### src/rtl/node_dir_sequencer.sv
// Path direction sequencer for the line follower: stores a path of turn codes loaded
// over a valid/ready port and replays one entry per completed node (node_clk falling edge).
module node_dir_sequencer #(
  parameter int           DEPTH     = 16,
  parameter int           IDX_W     = 5,
  parameter logic [2:0]   STOP_CODE = 3'd7
) (
  input  logic             clk,
  input  logic             rst_n,
  input  logic [2:0]       dir_in,
  input  logic             dir_valid,
  output logic             dir_ready,
  input  logic             start,
  input  logic             clear,
  input  logic             node_clk,
  input  logic             fault,
  output logic [2:0]       direction,
  output logic [IDX_W-1:0] node_idx,
  output logic             busy,
  output logic             done
);

  localparam int AW = (DEPTH > 1) ? $clog2(DEPTH) : 1;
  localparam logic [IDX_W-1:0] DEPTH_W = IDX_W'(DEPTH);

  localparam logic [1:0] ST_IDLE = 2'd0;
  localparam logic [1:0] ST_RUN  = 2'd1;
  localparam logic [1:0] ST_HALT = 2'd2;
  localparam logic [1:0] ST_DONE = 2'd3;

  logic [1:0]       state;
  logic [IDX_W-1:0] count;
  logic [IDX_W-1:0] rd_ptr;
  logic             node_prev;
  logic [2:0]       path_mem [DEPTH];

  logic             wr_accept;
  logic             node_done;
  logic [IDX_W-1:0] nxt_ptr;
  logic [2:0]       first_dir;

  assign dir_ready = (state == ST_IDLE) && (count < DEPTH_W);
  assign wr_accept = dir_ready && dir_valid && !clear;
  assign node_done = node_prev && !node_clk;
  assign nxt_ptr   = rd_ptr + 1'b1;
  // A write on the same edge as start with an empty path becomes entry 0 directly.
  assign first_dir = (count == '0) ? dir_in : path_mem[0];

  assign busy = (state == ST_RUN) || (state == ST_HALT);
  assign done = (state == ST_DONE);

  // NOTE: path storage has no reset; its contents are only read below count, which is reset.
  always_ff @(posedge clk) begin
    if (wr_accept) path_mem[count[AW-1:0]] <= dir_in;
  end

  // NOTE: all state is updated with non-blocking assignments so every branch sees pre-edge values.
  always_ff @(posedge clk) begin
    if (!rst_n) begin
      state     <= ST_IDLE;
      count     <= '0;
      rd_ptr    <= '0;
      node_idx  <= '0;
      direction <= STOP_CODE;
      node_prev <= 1'b0;
    end else begin
      // History is tracked in every state so a resume never sees a stale edge.
      node_prev <= node_clk;
      if (clear) begin
        state     <= ST_IDLE;
        count     <= '0;
        rd_ptr    <= '0;
        node_idx  <= '0;
        direction <= STOP_CODE;
      end else begin
        case (state)
          ST_IDLE: begin
            if (wr_accept) count <= count + 1'b1;
            if (start && ((count != '0) || wr_accept)) begin
              state     <= ST_RUN;
              rd_ptr    <= '0;
              node_idx  <= '0;
              direction <= first_dir;
            end
          end
          ST_RUN: begin
            if (fault) begin
              state     <= ST_HALT;
              direction <= STOP_CODE;
            end else if (node_done) begin
              node_idx <= node_idx + 1'b1;
              rd_ptr   <= nxt_ptr;
              if (nxt_ptr == count) begin
                state     <= ST_DONE;
                direction <= STOP_CODE;
              end else begin
                direction <= path_mem[nxt_ptr[AW-1:0]];
              end
            end
          end
          ST_HALT: begin
            if (!fault) begin
              state     <= ST_RUN;
              direction <= path_mem[rd_ptr[AW-1:0]];
            end
          end
          default: begin
            direction <= STOP_CODE;
            if (start) begin
              state     <= ST_RUN;
              rd_ptr    <= '0;
              node_idx  <= '0;
              direction <= path_mem[0];
            end
          end
        endcase
      end
    end
  end

endmodule

### config.mk
export PLATFORM = sky130hd
export DESIGN_NAME = node_dir_sequencer
export DESIGN_NICKNAME = d
export VERILOG_FILES = /design/src/rtl/node_dir_sequencer.sv
export SDC_FILE = /design/constraint.sdc
export NUM_CORES = 1
export LEC_CHECK = 0
export ABC_AREA = 0
export BUFFER_PORTS_ARGS = -buffer_cell sky130_fd_sc_hd__buf_2
export CAP_MARGIN = 10
export CORE_UTILIZATION = 61
export CTS_CLUSTER_SIZE = 28
export DETAILED_ROUTE_END_ITERATION = 7
export PLACE_DENSITY = 0.8
export SLEW_MARGIN = 20
export SYNTH_ARGS = -nofsm -noshare
export SYNTH_HDL_FRONTEND = slang
export SYNTH_SLANG_ARGS = --single-unit
### constraint.sdc
create_clock -name clk -period 2.4 [get_ports clk]
set_clock_uncertainty 0.05 [all_clocks]
set_input_delay 0.48 -clock clk [delete_from_list [all_inputs] [get_ports clk]]
set_output_delay 0.48 -clock clk [all_outputs]
set_load 0.02 [all_outputs]
; Yosys cells after proc, flatten, opt, wreduce, memory -nomap -nowiden
; Memories as Yosys holds them, arrays and structs flattened. A register that Yosys moved wholly into a read port is not among the register bits.
; Index checks and enable logic that the tools add are counted.
[op_classes]
n_lt_le_gt_ge = 1
reduce_logical = 19
n_eq_ne = 10
add_sub_neg = 3
n_bitwise = 2
muxes = 27
[ops]
columns = op, n
row1 = 5-bit 2-to-1 mux, 6
row2 = 5-bit case mux with 3 select lines, 2
row3 = 3-bit 2-to-1 mux, 7
row4 = "5-bit by 1-bit adder with 5-bit output, second input constant", 3
row5 = 2-bit 2-to-1 mux, 6
row6 = 5-bit AND reduction, 2
row7 = 3-bit case mux with 3 select lines, 1
row8 = 4-bit 2-to-1 mux, 2
row9 = "2-bit != test, second input constant", 3
row10 = 2-bit case mux with 3 select lines, 1
row11 = 5-bit equality test, 1
row12 = 1-bit logical AND, 5
row13 = 5-bit logical NOT, 1
row14 = "5-bit less-than comparator, second input constant", 1
row15 = 5-bit nonzero test, 1
row16 = "2-bit equality test, second input constant", 2
row17 = 4-bit nonzero test, 1
row18 = "3-bit by 2-bit != test with 1-bit output, second input constant", 1
row19 = "3-bit != test, second input constant", 1
row20 = 3-bit AND reduction, 1
row21 = 3-bit nonzero test, 1
row22 = "2-bit by 1-bit equality test with 1-bit output, second input constant", 1
row23 = 1-bit logical NOT, 2
row24 = 2-bit logical NOT, 1
row25 = 6 further kinds, 9
[word_totals]
memories = 1
reg_bits = 21
ram_bits = 48
[mem_list]
columns = name, depth, word_bits, rd, rd_clocked_by_memory_dff, wr, line
row1 = path_mem, 16, 3, 3, 1, 1, 35  ; logic [2:0] path_mem [DEPTH];

; Longest topological paths before layout
[depth]
word_depth = 10
ltp_mapped = 9

; Worst setup path after synthesis
; OpenSTA, ideal clock, no wires.
[synth_timing]
kind = register to register
start = reg rd_ptr[1]
end = reg direction[1]
path_stages_with_launch = 9
path_slack_ns = 0.239
required_ns = 2.223
setup_time_ns = 0.127
arrival_ns = 1.984
synth_period_minus_slack_ns = 2.161
path_cell_list = dfxtp_1 -> ha_1 -> buf_2 -> buf_2 -> mux4_2 -> mux2i_1 -> o221ai_1 -> a22oi_1 -> nand3_1
[synth_via]
elab_chain_len = 6
word_cells_on_any_way = 7
[synth_lines]
columns = item, line
row1 = "start, declared", 33  ; logic [IDX_W-1:0] rd_ptr;
row2 = "start signal, assigned", 92  ; rd_ptr <= nxt_ptr;
row3 = 5-bit by 1-bit adder with 5-bit output (*), 45  ; assign nxt_ptr = rd_ptr + 1'b1;
row4 = memory read 16 x 3 bit or 5-bit equality test (tied branches), --
row5 = 3-bit 2-to-1 mux (*), 93  ; if (nxt_ptr == count) begin
row6 = 3-bit 2-to-1 mux (*), 90  ; end else if (node_done) begin
row7 = 3-bit 2-to-1 mux (*), 87  ; if (fault) begin
row8 = 3-bit case mux with 3 select lines (*), 76  ; case (state)
row9 = "end signal, assigned", 83  ; direction <= first_dir;
row10 = "end signal, assigned", 97  ; direction <= path_mem[nxt_ptr[AW-1:0]];
row11 = "end signal, assigned", 104  ; direction <= path_mem[rd_ptr[AW-1:0]];
row12 = "end, declared", 17  ; output logic [2:0] direction,
; Every way passes the cells marked *; elsewhere a longest branch is shown, timed or not. The select of a mux whose other input is x is not followed.
; A chain may end at the register's enable or synchronous reset.

; Worst setup path in the final report
[layout_timing]
start = reg count[0]
end = reg state[1]
[layout_via]
elab_chain_len = 8
word_cells_on_any_way = 11
[layout_lines]
columns = item, line
row1 = "start, declared", 32  ; logic [IDX_W-1:0] count;
row2 = "start signal, assigned", 78  ; if (wr_accept) count <= count + 1'b1;
row3 = 5-bit less-than comparator, 42  ; assign dir_ready = (state == ST_IDLE) && (count < DEPTH_W);
row4 = 1-bit logical AND, 42
row5 = 1-bit logical AND (2 in a row), 43  ; assign wr_accept = dir_ready && dir_valid && !clear;
row6 = 1-bit logical OR, 79  ; if (start && ((count != '0) || wr_accept)) begin
row7 = 1-bit logical AND, 79
row8 = 2-bit by 1-bit != test with 1-bit output (no source line), --
row9 = 5-bit AND reduction (no source line) (*), --
row10 = "end signal, assigned", 80  ; state <= ST_RUN;
row11 = "end signal, assigned", 88  ; state <= ST_HALT;
row12 = "end signal, assigned", 94  ; state <= ST_DONE;
row13 = "end, declared", 31  ; logic [1:0] state;
; Every way passes the cells marked *; elsewhere a longest branch is shown, timed or not.

==> flow_summary.toml <==
[logic_synthesis]
synth_edf_count = 48
syn-num-nets = 317
yosys_register_bits = 73
yosysSeqAreaShare_pct = 52.3
netlist_area_um2 = 3710
synthTopCellsByArea = "edfxtp_1 39%, dfxtp_1 13%, mux4_2 12%"
async_flop_share_pct = 0
synth_area_per_cell_um2 = 12.5
yosys.area.top_type_share_pct = 38.8
yosys_most_used_dff = "edfxtp_1"
syn_inst = 297
synth_cell_types = 46
yosys_warnings = 0
yosysTopAreaCell = "edfxtp_1"

[cells_and_area]
nFillCells = 402
seq_area_um2 = 1940
multi_input_area_um2 = 1670
nets = 346
n_antenna_cell = 0
syn_to_final_growth_pct = 12.4
fin_cells = 406
fin_util_pct = 70.9
drive_gt1_share_pct = 25.1

[sta]
tns_ns = 0
rsz0062_at_grt = "false"
slew_violations = 0
slew_headroom_pct = 55.8
fmax_mhz = 452
tightest_slew_ns = 0.656
fin_crit_sh_pct = 92.2
period_needed_ns = 2.21
final-hold-violation-count = 0
setup_viol = 0

[global_routing]
grt_pass1_vias = 2424
grt_max_degree = 18
grtUsageTotal_pct = 26.9
grt_first_pass_wirelength_um = 12400
gr-total-overflow = 0
grt_antenna_before_repair = 0

[worst_setup_path]
critPathSlowestCell = "or4b_4"
r2r_setup_slack_ns = 0.19
required_ns = 2.60
crit_path_max_incr_delay_ns = 0.46
critPathLaunch = "count[0]"
ff2ff_path_depth = 8
path_buf_inv = 1
start_kind = "register"
path_class = "reg2reg"
cp_top_family = "simple AND/OR/NAND/NOR gates"
end_kind = "register"
reg2reg_to = "state[1]"
path_cells = "inv_1 > ha_1 > or4b_4 > o31a_1 > o211ai_2 > or2_2 > nor2_1 > o221a_1"
r2r_start = "count[0]"
arrival_ns = 2.41
critPathMaxFanout = 8

[placement]
hpwl_um = 5790
dp.cells = 390
port_buffers = 20
place_congestion = 0.903

[clocking]
path_clk_slew_ns = 0.08
cts_buffers = 9
clock_latency_ns = 0.35
cts_root_buf = "clkbuf_8"
cts_tree = "yes"
postCtsHoldBufs = 0
cts_sinks = 73
h-tree-depth = 3
ctsLongestPathBuffers = 2
cts_setup_buffers = 0
ctsResizeCount = 0

[min_path]
hold_class = "in2reg"
hp-start = "node_clk"
holdPathEnd = "node_prev"
min_path_cells = 2

[power_and_ir_drop]
ir_drop_v = 0.000633
power_density_nw_per_um2 = 644
leakage_nw = 1.42
power.total_mw = 2.69

[floorplan]
die_y_um = 80.0
fp.dieW_um = 80.0
io_pins = 21
initial_core_util_pct = 63.1
num_rows = 28
die_area_um2 = 6400
coreArea_um2 = 5890

[drt]
drt-vias-per-instance = 6.18
first_pass_iters = 4
vias = 2509
route.detailed.drc = 0
drtAntennaViolNets = 0
dr.first_iter.drc_count = 185
wl_um = 7830
avgRoutedWirePerCell_um = 19.3

[flow_run]
drv_cap = 0

[run_status]
outcome = "finished, final reports clean"
-- cell usage in the layout (no fill, tap or decap), types with 8 or more instances in the layout --
| master | instances |
|---|---|
| ha_1 | 10 |
| xnor2_1 | 10 |
| nor2_1 | 36 |
| buf_4 | 11 |
| buf_2 | 20 |
| clkbuf_8 | 9 |
| nand2_1 | 20 |
| nand3_1 | 13 |
| mux2_2 | 8 |
| dfxtp_1 | 25 |
| xor2_1 | 8 |
| edfxtp_1 | 48 |
| inv_1 | 9 |
| mux2i_1 | 9 |
| mux4_2 | 20 |
| a21oi_1 | 10 |
-- synth_stat cells (6+ instances only) --
| master | count |
|---|---|
| a21oi_1 | 10 |
| nand2_1 | 20 |
| clkbuf_1 | 7 |
| ha_1 | 10 |
| nand3_1 | 13 |
| nand2b_1 | 7 |
| mux4_2 | 20 |
| nor2_1 | 36 |
| mux2_2 | 8 |
| dfxtp_1 | 25 |
| mux2i_1 | 9 |
| a22oi_1 | 6 |
| xnor2_1 | 10 |
| edfxtp_1 | 48 |
| xor2_1 | 8 |
| inv_1 | 9 |
-- cell families after synthesis --
group	share of synthesized area [%]
and+or+nand+nor	12.8
muxes	17.0
adders and majority gates	3.37
AOI/OAI and AO/OA	7.51
buffers and inverters	2.80
DFF	52.3
xor gates and xnor gates	4.25
-- stage by stage --
| step | setup WS (ns) | cell area, um^2 | hold WS [ns] |
|---|---|---|---|
| 2_1_floorplan | 0.239 | 3710 | 0.422 |
| 3_3_place_gp | 0.265 | 3940 | 0.432 |
| 3_5_place_dp | 0.198 | 3940 | 0.448 |
| 4_1_cts | 0.152 | 4170 | 0.294 |
| 5_1_grt | 0.0519 | 4170 | 0.319 |
| 6_report | 0.186 | 4170 | 0.305 |
-- layer usage --
layer  routed length (um)  share of wire (%)  global-route usage (%)  vias up
met5                    0                  0                       0        -
met1                 3450                 44                    34.8     1221
met3                  460                5.9                    5.03       19
met2                 3730                 48                    43.8       96
li1                     -                  -                       -     1173
met4                  188                2.4                    12.5        0
-- final cells by class --
type / count / share of cell area, %
multi-input combinational: 201 / 40.1
clock inverter: 7 / 2.46
tap: 75 / 2.25
sequential: 73 / 46.5
clock buffer: 9 / 2.97
timing repair buffer: 32 / 4.86
inverter: 9 / 0.810
-- how the worst max path moves through the flow --
stage	end	slack [ns]	depth (start not counted)
after detailed placement	direction[2]	0.20	9
after floorplan	direction[1]	0.24	8
after global routing	rd_ptr[0]	0.05	8
after global placement	direction[2]	0.26	9
final	state[1]	0.19	8
after CTS	direction[2]	0.15	9
-- registers in the layout, indices dropped and copies added (netlist names), named ones only --
register / flops
node_prev: 1
state: 2
direction: 3
count: 5
path_mem: 48
node_idx: 5
rd_ptr: 5
-- report_power, final --
group / internal (mW) / leakage (nW) / switching (mW)
logic: 0.106 / 0.672 / 0.132
clock network: 0.596 / 0.112 / 0.488
registers: 1.35 / 0.635 / 0.0150
total: 2.05 / 1.42 / 0.635
No activity file was read; power rests on OpenSTA's default activity.
